==> src/rtl/counter_ctrl_pkg.sv <==
// Shared types and constants for the counter controller: FSM state encodings
// and seven-segment patterns.
package counter_ctrl_pkg;

  localparam int unsigned CNT_W   = 4;
  localparam int unsigned SEG_W   = 7;
  localparam int unsigned STATE_W = 2;

  typedef enum logic [STATE_W-1:0] {
    ST_IDLE  = 2'b00,
    ST_RUN   = 2'b01,
    ST_PAUSE = 2'b10
  } state_t;

  // Active-high segments, bit 0 = a ... bit 6 = g
  localparam logic [SEG_W-1:0] SEG_IDLE  = 7'b1000000;
  localparam logic [SEG_W-1:0] SEG_PAUSE = 7'b1110011;
  localparam logic [SEG_W-1:0] SEG_UP    = 7'b0111110;
  localparam logic [SEG_W-1:0] SEG_DOWN  = 7'b1011110;

  function automatic logic [SEG_W-1:0] seg_for(input state_t st, input logic up);
    logic [SEG_W-1:0] pat;
    case (st)
      ST_RUN:   pat = up ? SEG_UP : SEG_DOWN;
      ST_PAUSE: pat = SEG_PAUSE;
      default:  pat = SEG_IDLE;
    endcase
    return pat;
  endfunction

endpackage

==> src/rtl/tick_gen.sv <==
// Prescaler: counts 0..DIV-1 while run is high and flags a tick on wrap.
// clr restarts the count from zero; with run low the count is held.
module tick_gen #(
  parameter int unsigned DIV = 4
) (
  input  logic clk,
  input  logic rst,
  input  logic run,
  input  logic clr,
  output logic tick
);

  localparam int unsigned PW = (DIV > 2) ? $clog2(DIV) : 1;
  localparam logic [PW-1:0] LAST = PW'(DIV - 1);

  logic [PW-1:0] presc;
  logic [PW-1:0] presc_nxt;

  always_ff @(posedge clk) begin
    if (rst) presc <= '0;
    else     presc <= presc_nxt;
  end

  // tick is combinational so the controller can act at the wrapping edge
  always_comb begin
    presc_nxt = presc;
    tick      = 1'b0;
    if (clr) begin
      presc_nxt = '0;
    end else if (run) begin
      if (presc == LAST) begin
        presc_nxt = '0;
        tick      = 1'b1;
      end else begin
        presc_nxt = presc + PW'(1);
      end
    end
  end

endmodule

==> src/rtl/counter_ctrl.sv <==
// Run/pause/idle controller for an external 4-bit up/down counter with a
// prescaled step strobe and a status digit. Optional AUTO_REVERSE_EN macro
// turns the boundary stop into ping-pong counting.
module counter_ctrl
  import counter_ctrl_pkg::*;
#(
  parameter int unsigned       DIV     = 4,
  parameter logic [CNT_W-1:0]  MAX_VAL = 4'd15
) (
  input  logic               clk,
  input  logic               rst,
  input  logic               start,
  input  logic               stop,
  input  logic               dir,
  input  logic [CNT_W-1:0]   cnt_val,
  output logic               cnt_en,
  output logic               cnt_up,
  output logic               cnt_clr,
  output logic [STATE_W-1:0] state,
  output logic [SEG_W-1:0]   seg,
  output logic               digit
);

  logic start_q, stop_q, dir_q;
  logic start_e, stop_e, dir_e;

  state_t           state_r, state_nxt;
  logic             up_r, up_nxt;
  logic             en_nxt, clr_nxt;
  logic [SEG_W-1:0] seg_nxt;

  logic presc_run, presc_clr, tick;
  logic at_bound;

  assign start_e = start & ~start_q;
  assign stop_e  = stop  & ~stop_q;
  assign dir_e   = dir   & ~dir_q;

  // A stop edge freezes the prescaler in the same cycle it leaves RUN
  assign presc_run = (state_r == ST_RUN) && !stop_e;
  assign presc_clr = (state_r == ST_IDLE) && start_e && !stop_e;

  assign at_bound = up_r ? (cnt_val == MAX_VAL) : (cnt_val == '0);

  tick_gen #(
    .DIV (DIV)
  ) u_tick_gen (
    .clk  (clk),
    .rst  (rst),
    .run  (presc_run),
    .clr  (presc_clr),
    .tick (tick)
  );

  always_ff @(posedge clk) begin
    if (rst) begin
      start_q <= 1'b0;
      stop_q  <= 1'b0;
      dir_q   <= 1'b0;
      state_r <= ST_IDLE;
      up_r    <= 1'b1;
      cnt_en  <= 1'b0;
      cnt_clr <= 1'b0;
      seg     <= SEG_IDLE;
      digit   <= 1'b0;
    end else begin
      start_q <= start;
      stop_q  <= stop;
      dir_q   <= dir;
      state_r <= state_nxt;
      up_r    <= up_nxt;
      cnt_en  <= en_nxt;
      cnt_clr <= clr_nxt;
      seg     <= seg_nxt;
      digit   <= 1'b1;
    end
  end

  always_comb begin
    state_nxt = state_r;
    up_nxt    = up_r ^ dir_e;
    en_nxt    = 1'b0;
    clr_nxt   = 1'b0;

    case (state_r)
      ST_IDLE: begin
        if (start_e && !stop_e) begin
          state_nxt = ST_RUN;
          clr_nxt   = 1'b1;
        end
      end
      ST_RUN: begin
        if (stop_e) begin
          state_nxt = ST_PAUSE;
        end else if (tick) begin
          if (!at_bound) begin
            en_nxt = 1'b1;
          end else begin
`ifdef AUTO_REVERSE_EN
            // Reverse away from the boundary; a coincident dir edge is absorbed
            up_nxt = ~up_r;
            en_nxt = 1'b1;
`else
            state_nxt = ST_PAUSE;
`endif
          end
        end
      end
      ST_PAUSE: begin
        if (stop_e) begin
          state_nxt = ST_IDLE;
          clr_nxt   = 1'b1;
        end else if (start_e) begin
          state_nxt = ST_RUN;
        end
      end
      default: state_nxt = ST_IDLE;
    endcase

    seg_nxt = seg_for(state_nxt, up_nxt);
  end

  assign state  = state_r;
  assign cnt_up = up_r;

endmodule

==> config.mk <==
export PLATFORM = sky130hd
export DESIGN_NAME = counter_ctrl
export DESIGN_NICKNAME = d
export VERILOG_FILES = /design/src/rtl/counter_ctrl_pkg.sv /design/src/rtl/tick_gen.sv /design/src/rtl/counter_ctrl.sv
export SDC_FILE = /design/constraint.sdc
export NUM_CORES = 1
export LEC_CHECK = 0
export ABC_AREA = 1
export CORE_MARGIN = 1
export CORE_UTILIZATION = 43
export CTS_CLUSTER_SIZE = 20
export DETAILED_ROUTE_END_ITERATION = 10
export HOLD_SLACK_MARGIN = 0.08
export PLACE_DENSITY = 0.75
export REMOVE_ABC_BUFFERS = 1
export SETUP_SLACK_MARGIN = 0.1
export SLEW_MARGIN = 5
export SYNTH_ARGS = -nofsm -noshare
export SYNTH_HDL_FRONTEND = slang
export SYNTH_SLANG_ARGS = --single-unit
==> constraint.sdc <==
create_clock -name clk -period 1.8 [get_ports clk]
set_input_delay 0.18 -clock clk [delete_from_list [all_inputs] [get_ports clk]]
set_output_delay 0.18 -clock clk [all_outputs]
set_load 0.005 [all_outputs]
==> qor.yml, run 1 <==
worst_setup_path:
  r2r-start: "u_tick_gen.presc[0]"
  cp-end-kind: "register"
  critPathSlowestCell: "clkdlybuf4s50_1"
  cp.arrival_ns: 1.76
  crit_fanout: 2
  startpoint: "start"
  cp-start-kind: "primary input"
  r2r_setup_slack_ns: 0.22
  critPathKind: "primary input to register"
  cp_slowest_stage_delay_ns: 0.45
  worstRegToRegCells: 10
  path_cells: "clkdlybuf4s50_1, inv_1, or2_1, nor2_2, nand2_1, nand2_2, inv_2, ha_1, nor2_1, o211ai_1"
  worstPathRequired_ns: 1.97
logic_synthesis:
  synthFlopType: "dfxtp_1"
  synth_top_cell_area_share_pct: 46.6
  synth_common_cells: "dfxtp_1, nand2_1, nor2_1"
  avgSynthCellArea_um2: 7.72
  yosys-top-cells-area: "dfxtp_1, nand2_2, nand2_1"
  yosysMostFrequentCell: "dfxtp_1"
  synthCells: 89
  netlist_area_um2: 687
  synth.distinct_cells: 19
  synth_seq_area_share_pct: 46.6
  ys_async_sr_fraction_pct: 0
  synth_edf_count: 0
  yosysWarnings: 0
  synth.largest_area_cell: "dfxtp_1"
  ys_ff_latch: 16
floorplan:
  rows: 14
  die_h_um: 42.0
  core_area_mm2: 0.00151
  initial_utilization_pct: 45.6
  pin_count: 22
  dieArea_mm2: 0.00176
  die_x_um: 42.0
status:
  status: "completed"
drt:
  dr.pass1.iters: 2
  wl_per_cell_um: 8.96
  ant_nets: 0
  vias_per_cell: 4.64
  route.final.wire_length_um: 1180
  first_iter_violations: 2
  vias: 612
  drc: 0
finish:
  layout-drive-gt1-share_pct: 22.4
  areaGrowthSynthToFinish_pct: 41.7
  n_antenna_cell: 0
  final_area_um2: 973
  post-route-util_pct: 64.6
  fin_nets: 129
  instances_no_fill: 132
placement:
  placed_cell_area_um2: 936
  placedCellCount: 128
  place_congestion: 0.810
  io_buffer_count: 21
  hpwl_um: 978
timing:
  hold_violations: 0
  fmax_mhz: 630
  fin_worst_skew_ns: 0.00328
  holdWs_ns: 0.423
  period_needed_ns: 1.59
  max_slew_margin_pct: 68.8
  post-route-period-util_pct: 88.2
  tightest_slew_ns: 0.466
  setup_viol: 0
  finalMaxSlewViolations: 0
  rsz0062_at_grt: "no"
cts:
  cts.sinks: 16
  htreeDepth: 1
  cts_hold_buffers: 0
  cts_tree: "yes"
  clockRootBuffer: "clkbuf_4"
  post_cts.repair.setup_buffers: 0
  clock_latency_ns: 0.29
  clk_pin_slew_ns: 0.09
  cts_buffer_depth: 2
  cts_made_buffers: 3
global_routing:
  grt_max_degree: 13
  grt_overflow: 0
  grt_pass1_wl_um: 2100
  antenna_found_initial: 0
  first_global_vias: 555
  grt_usage_pct: 16.1
hold_path:
  hold_class: "primary input to register"
  hp-start: "start"
  whs_path_depth: 3
flow_run:
  drv_cap: 0
pwr:
  switchingPower_mw: 0.179
  clockPowerShare_pct: 31.7
  pwr-share-comb_pct: 17.5
  p_leak_nw: 0.441
  pwr-share-seq_pct: 50.8
  ir_worst_vdd_v: 0.000442
  power_density_mw_per_mm2: 768
  p_int_mw: 0.569
  swShare_pct: 23.9
-- cells by family (layout without fill, tap and decap cells) --
| kind of cell | after synthesis | after routing | share of synthesized area, % |
|---|---|---|---|
| adders and majority gates | 3 | 3 | 5.47 |
| AOI/OAI and AO/OA | 7 | 7 | 6.01 |
| buffers and inverters | 19 | 46 | 11.5 |
| and+or+nand+nor | 44 | 44 | 30.4 |
| DFF | 16 | 16 | 46.6 |
-- worst max-delay path: cells and delay by family --
family | cells | cell delay [ns]
buffers and inverters | 3 | 0.53
AO/OA/AOI/OAI | 1 | 0.11
adder cells (fa/ha/maj) | 1 | 0.31
AND/OR/NAND/NOR | 5 | 0.63
-- metrics by stage --
step	setup WS [ns]	setup TNS (ns)	total power, mW
global placement	-0.0171	-0.0171	0.515
global route	0.106	0	0.787
detailed placement	-0.0812	-0.0889	0.520
CTS	0.212	0	0.757
finish	0.212	0	0.748
floorplan	0.326	0	0.444
-- worst paths after layout --
path,endpoint
min,start_q
max,seg[6]
max reg2reg,seg[6]
min reg2reg,u_tick_gen.presc[1]
-- registers in the layout (all words and copies together) (netlist names) --
signal            count
u_tick_gen.presc      2
cnt_up                1
seg                   5
digit                 1
state                 2
start_q               1
cnt_clr               1
dir_q                 1
stop_q                1
cnt_en                1
-- cells in the final DEF (no fill, tap or decap), drive strengths merged, types with 3 or more instances in the layout --
cell type / n
clkdlybuf4s50: 21
nand2: 21
dfxtp: 16
nor2: 16
inv: 16
buf: 5
a21oi: 5
nand3: 4
clkbuf: 4
ha: 3
-- layer usage --
| metal | global-route usage, % | routed length [um] |
|---|---|---|
| met3 | 3.88 | 49 |
| met2 | 25.9 | 597 |
| met4 | 11.6 | 24 |
| met1 | 18.4 | 512 |
| met5 | 0 | 0 |
-- repair_timing --
item,CTS,global route
endpoints found under the hold margin,0,0
setup endpoints to repair,0,1
resized for setup,0,1
-- cell type report --
type | instances | area [um^2]
Clock buffer | 4 | 36.3
Fill cell | 133 | 533
Multi-Input combinational cell | 54 | 288
Inverter | 16 | 60.1
Timing Repair Buffer | 26 | 248
Tap cell | 16 | 20.0
Sequential cell | 16 | 322
-- power groups by stage --
stage	Sequential [mW]	Clock [mW]	Combinational, mW
after floorplan	0.390	0	0.0536
after global placement	0.388	0	0.127
after detailed placement	0.389	0	0.131
after CTS	0.380	0.245	0.132
after global routing	0.383	0.259	0.145
final	0.380	0.237	0.131
Note: power is estimated with default switching activity, not from simulation.
==> run 2, diff against run 1 <==
--- a/config.mk
+++ b/config.mk
@@ -11,6 +11,7 @@
 export CTS_CLUSTER_SIZE = 20
 export DETAILED_ROUTE_END_ITERATION = 10
 export HOLD_SLACK_MARGIN = 0.08
+export MAX_ROUTING_LAYER = met4
 export PLACE_DENSITY = 0.75
 export REMOVE_ABC_BUFFERS = 1
 export SETUP_SLACK_MARGIN = 0.1
==> qor.yml, run 2 (synthesis gave the netlist of run 1 again) <==
cts:
  htreeDepth: 1
  cts_tree: "yes"
  cts.sinks: 16
  cts_made_buffers: 3
  post_cts.repair.setup_buffers: 0
  cts_buffer_depth: 2
  clockRootBuffer: "clkbuf_4"
  ctsResizeCount: 0
  clock_latency_ns: 0.29
  cts_hold_buffers: 0
  clk_pin_slew_ns: 0.09
drt:
  ant_nets: 0
  first_iter_violations: 2
  route.final.wire_length_um: 1180
  vias: 612
  vias_per_cell: 4.64
  dr.pass1.iters: 2
  drc: 0
  wl_per_cell_um: 8.96
timing:
  fmax_mhz: 630
  finalMaxSlewViolations: 0
  max_slew_margin_pct: 68.8
  post-route-period-util_pct: 88.2
  tns_ns: 0
  rsz0062_at_grt: "no"
  hold_violations: 0
  tightest_slew_ns: 0.466
  fin_worst_skew_ns: 0.00328
  period_needed_ns: 1.59
  setup_viol: 0
global_routing:
  first_global_vias: 555
  grt_usage_pct: 16.5
  antenna_found_initial: 0
  grt_pass1_wl_um: 2100
  grt_max_degree: 13
  grt_overflow: 0
finish:
  fillers: 133
  n_antenna_cell: 0
  post-route-util_pct: 64.6
  regMostFlops: "seg"
  areaGrowthSynthToFinish_pct: 41.7
  layout-drive-gt1-share_pct: 22.4
  final_common_cell: "clkdlybuf4s50_1"
  final_cell_mix: "clkdlybuf4s50_1, dfxtp_1, nor2_1, nand2_1, inv_1"
  fin_nets: 129
  largest_reg_flops: 5
floorplan:
  pin_count: 22
  initial_utilization_pct: 45.6
  die_h_um: 42.0
  dieArea_mm2: 0.00176
  rows: 14
  core_area_mm2: 0.00151
  die_x_um: 42.0
hold_path:
  hold_class: "primary input to register"
worst_setup_path:
  critPathBufInv: 3
  critPathKind: "primary input to register"
  worstPathRequired_ns: 1.97
  crit_fanout: 2
  critPathSlowestCell: "clkdlybuf4s50_1"
  path_cells: "clkdlybuf4s50_1, inv_1, or2_1, nor2_2, nand2_1, nand2_2, inv_2, ha_1, nor2_1, o211ai_1"
  cp.arrival_ns: 1.76
  cp-end-kind: "register"
  cp_slowest_stage_delay_ns: 0.45
  crit_family: "simple AND/OR/NAND/NOR gates"
  cp-start-kind: "primary input"
placement:
  place_congestion: 0.822
  hpwl_um: 978
  io_buffer_count: 21
pwr:
  power_density_mw_per_mm2: 768
  ir_worst_vdd_v: 0.000442
  p_leak_nw: 0.441
flow_run:
  drv_cap: 0
status:
  status: "completed"
-- run 2: report_power, final --
group	internal, mW	leakage (nW)	total [mW]	switching [mW]
sequential	0.372	0.132	0.380	0.00799
combinational	0.0734	0.289	0.131	0.0572
clock	0.123	0.0210	0.237	0.114
total	0.569	0.441	0.748	0.179
-- run 2: area by class of cell --
| class | instances | area [um^2] | share of cell area [%] |
|---|---|---|---|
| clock buffer | 4 | 36.3 | 3.73 |
| timing repair buffer | 26 | 248 | 25.4 |
| inverter | 16 | 60.1 | 6.17 |
| tap | 16 | 20.0 | 2.06 |
| sequential | 16 | 322 | 33.0 |
| multi-input combinational | 54 | 288 | 29.6 |
-- run 2: metal layers --
layer | global-route usage, % | vias up | share of wire (%)
met3 | 3.88 | 4 | 4.1
li1 | - | 321 | -
met2 | 25.9 | 14 | 50
met1 | 18.4 | 273 | 43
met5 | - | - | 0
met4 | 11.6 | 0 | 2.0
-- run 2: final timing paths --
path                       startpoint             endpoint  cells past startpoint  slack [ns]
hold reg to reg   u_tick_gen.presc[1]  u_tick_gen.presc[1]                      2        0.48
setup / recovery                start               seg[6]                     10        0.21
setup reg to reg  u_tick_gen.presc[0]               seg[6]                     10        0.22
hold / removal                  start              start_q                      3        0.42
-- run 2: worst min-delay path, delay by kind of cell --
kind	cells	cell delay [ns]
buf+inv	2	0.46
simple gates	1	0.04
-- run 2: stage by stage --
step                cell area, um^2  hold WS [ns]  cells  setup WS [ns]  power (mW)
CTS                             972         0.408    132          0.212       0.757
global placement                936         0.450    128        -0.0171       0.515
detailed placement              936         0.475    128        -0.0812       0.520
finish                          973         0.423    132          0.212       0.748
floorplan                       668         0.242     86          0.326       0.444
global route                    973         0.468    132          0.106       0.787
==> run 3, diff against run 2 <==
--- a/config.mk
+++ b/config.mk
@@ -7,12 +7,12 @@
 export LEC_CHECK = 0
 export ABC_AREA = 1
 export CORE_MARGIN = 1
-export CORE_UTILIZATION = 43
+export CORE_UTILIZATION = 47
 export CTS_CLUSTER_SIZE = 20
 export DETAILED_ROUTE_END_ITERATION = 10
 export HOLD_SLACK_MARGIN = 0.08
 export MAX_ROUTING_LAYER = met4
-export PLACE_DENSITY = 0.75
+export PLACE_DENSITY = 0.81
 export REMOVE_ABC_BUFFERS = 1
 export SETUP_SLACK_MARGIN = 0.1
 export SLEW_MARGIN = 5
==> constraint.sdc (replaced) <==
create_clock -name clk -period 2 [get_ports clk]
set_input_delay 0.2 -clock clk [delete_from_list [all_inputs] [get_ports clk]]
set_output_delay 0.2 -clock clk [all_outputs]
set_load 0.005 [all_outputs]
==> qor.yml, run 3 (synthesis gave the netlist of run 1 again) <==
placement:
  io_buffer_count: 21
  place_congestion: 0.833
  placedCellCount: 122
  hpwl_um: 890
worst_setup_path:
  r2r_setup_slack_ns: 0.39
  rr_endpoint: "seg[6]"
  cp-end-kind: "register"
  cp-start-kind: "register"
  cp_common_cell: "nand2_2"
  worstRegToRegCells: 11
  cp.arrival_ns: 1.78
  r2r-start: "state[0]"
  critPathSlowestCell: "dfxtp_1"
  path_cells: "inv_2, nor2_4, nand2_2, nor2_2, nand2_2, nand2_2, nand2_2, nand2_2, ha_1, nor2_1, o211ai_1"
  critPathKind: "register to register"
  worstPathRequired_ns: 2.17
  cp_slowest_stage_delay_ns: 0.39
  crit_fanout: 5
finish:
  final_common_cell: "clkdlybuf4s50_1"
  fin_nets: 124
  layout-drive-gt1-share_pct: 18.0
  instances_no_fill: 126
  fillers: 110
  regMostFlops: "seg"
  final_cell_mix: "clkdlybuf4s50_1, dfxtp_1, nor2_1, nand2_1, inv_1"
  post-route-util_pct: 70.0
  n_antenna_cell: 0
  areaGrowthSynthToFinish_pct: 35.9
  largest_reg_flops: 5
timing:
  max_slew_margin_pct: 71.6
  period_needed_ns: 1.61
  hold_violations: 0
  finalMaxSlewViolations: 0
  tns_ns: 0
  setup_viol: 0
  post-route-period-util_pct: 80.4
  rsz0062_at_grt: "no"
  holdWs_ns: 0.455
  fmax_mhz: 622
  fin_worst_skew_ns: 0.000713
  tightest_slew_ns: 0.424
floorplan:
  dieArea_mm2: 0.00162
  die_x_um: 40.2
  pin_count: 22
  initial_utilization_pct: 51.5
  die_h_um: 40.2
  core_area_mm2: 0.00133
  rows: 13
pwr:
  p_leak_nw: 0.418
  p_total_mw: 0.662
  ir_worst_vdd_v: 0.000484
  power_density_mw_per_mm2: 710
global_routing:
  grt_use_met3_pct: 5.00
  grt_usage_pct: 17.3
  top_usage_layer: "met2"
  antenna_found_initial: 0
  grt_util_met2_pct: 28.2
  first_global_vias: 454
  grtUsageMet1_pct: 18.5
  grt_overflow: 0
  grt_max_degree: 13
  grt_pass1_wl_um: 1730
drt:
  first_iter_violations: 10
  wl_per_cell_um: 9.05
  vias: 567
  dr.pass1.iters: 4
  ant_nets: 0
  route.final.wire_length_um: 1140
  drc: 0
  vias_per_cell: 4.50
cts:
  clock_latency_ns: 0.29
  post_cts.repair.setup_buffers: 0
  ctsResizeCount: 0
  clk_pin_slew_ns: 0.09
  cts_buffer_depth: 2
  cts_tree: "yes"
  cts.sinks: 16
  cts_hold_buffers: 0
  clockRootBuffer: "clkbuf_4"
  htreeDepth: 1
  cts_made_buffers: 3
hold_path:
  hp-start: "start"
  whs_path_depth: 3
  whs_endpoint: "start_q"
  hold_class: "primary input to register"
status:
  status: "completed"
flow_run:
  drv_cap: 0
[run 3: how the worst max path moves through the flow]
stage,start,end,slack (ns)
5_1_grt,state[0],seg[6],0.25
4_1_cts,state[0],seg[6],0.38
3_3_place_gp,stop,seg[6],0.16
3_5_place_dp,start,seg[6],0.11
2_1_floorplan,state[0],seg[6],0.53
6_report,state[0],seg[6],0.39
[run 3: area by class of cell]
cell class              count  area (um^2)  area share, %
flip-flops and latches     16          320           34.3
multi-input cells          54          288           30.8
repair buffers             21          210           22.5
inverters                  16         60.1           6.43
clock buffers               4         36.3           3.89
well taps                  15         18.8           2.01
[run 3: metal layers]
metal | vias up | wire [um]
li1 | 313 | -
met1 | 233 | 520
met2 | 17 | 522
met3 | 4 | 71
met4 | 0 | 25
met5 | - | 0
[run 3: report_power, final]
part / internal [mW] / switching, mW
registers: 0.335 / 0.00759
clock network: 0.111 / 0.102
logic: 0.0580 / 0.0491
total: 0.504 / 0.159
[run 3: through the flow]
stage                     setup WS, ns  instance area, um^2
after global routing             0.253                  933
after global placement           0.160                  897
after detailed placement         0.113                  897
final                            0.391                  933
after floorplan                  0.526                  668
after CTS                        0.384                  933
[run 3: critical path: cells and delay by family (launching register included)]
kind	cells	cell delay, ns
buffers and inverters	1	0.08
AND/OR/NAND/NOR	8	0.70
adder cells (fa/ha/maj)	1	0.24
AO/OA/AOI/OAI	1	0.10
flip-flops	1	0.39
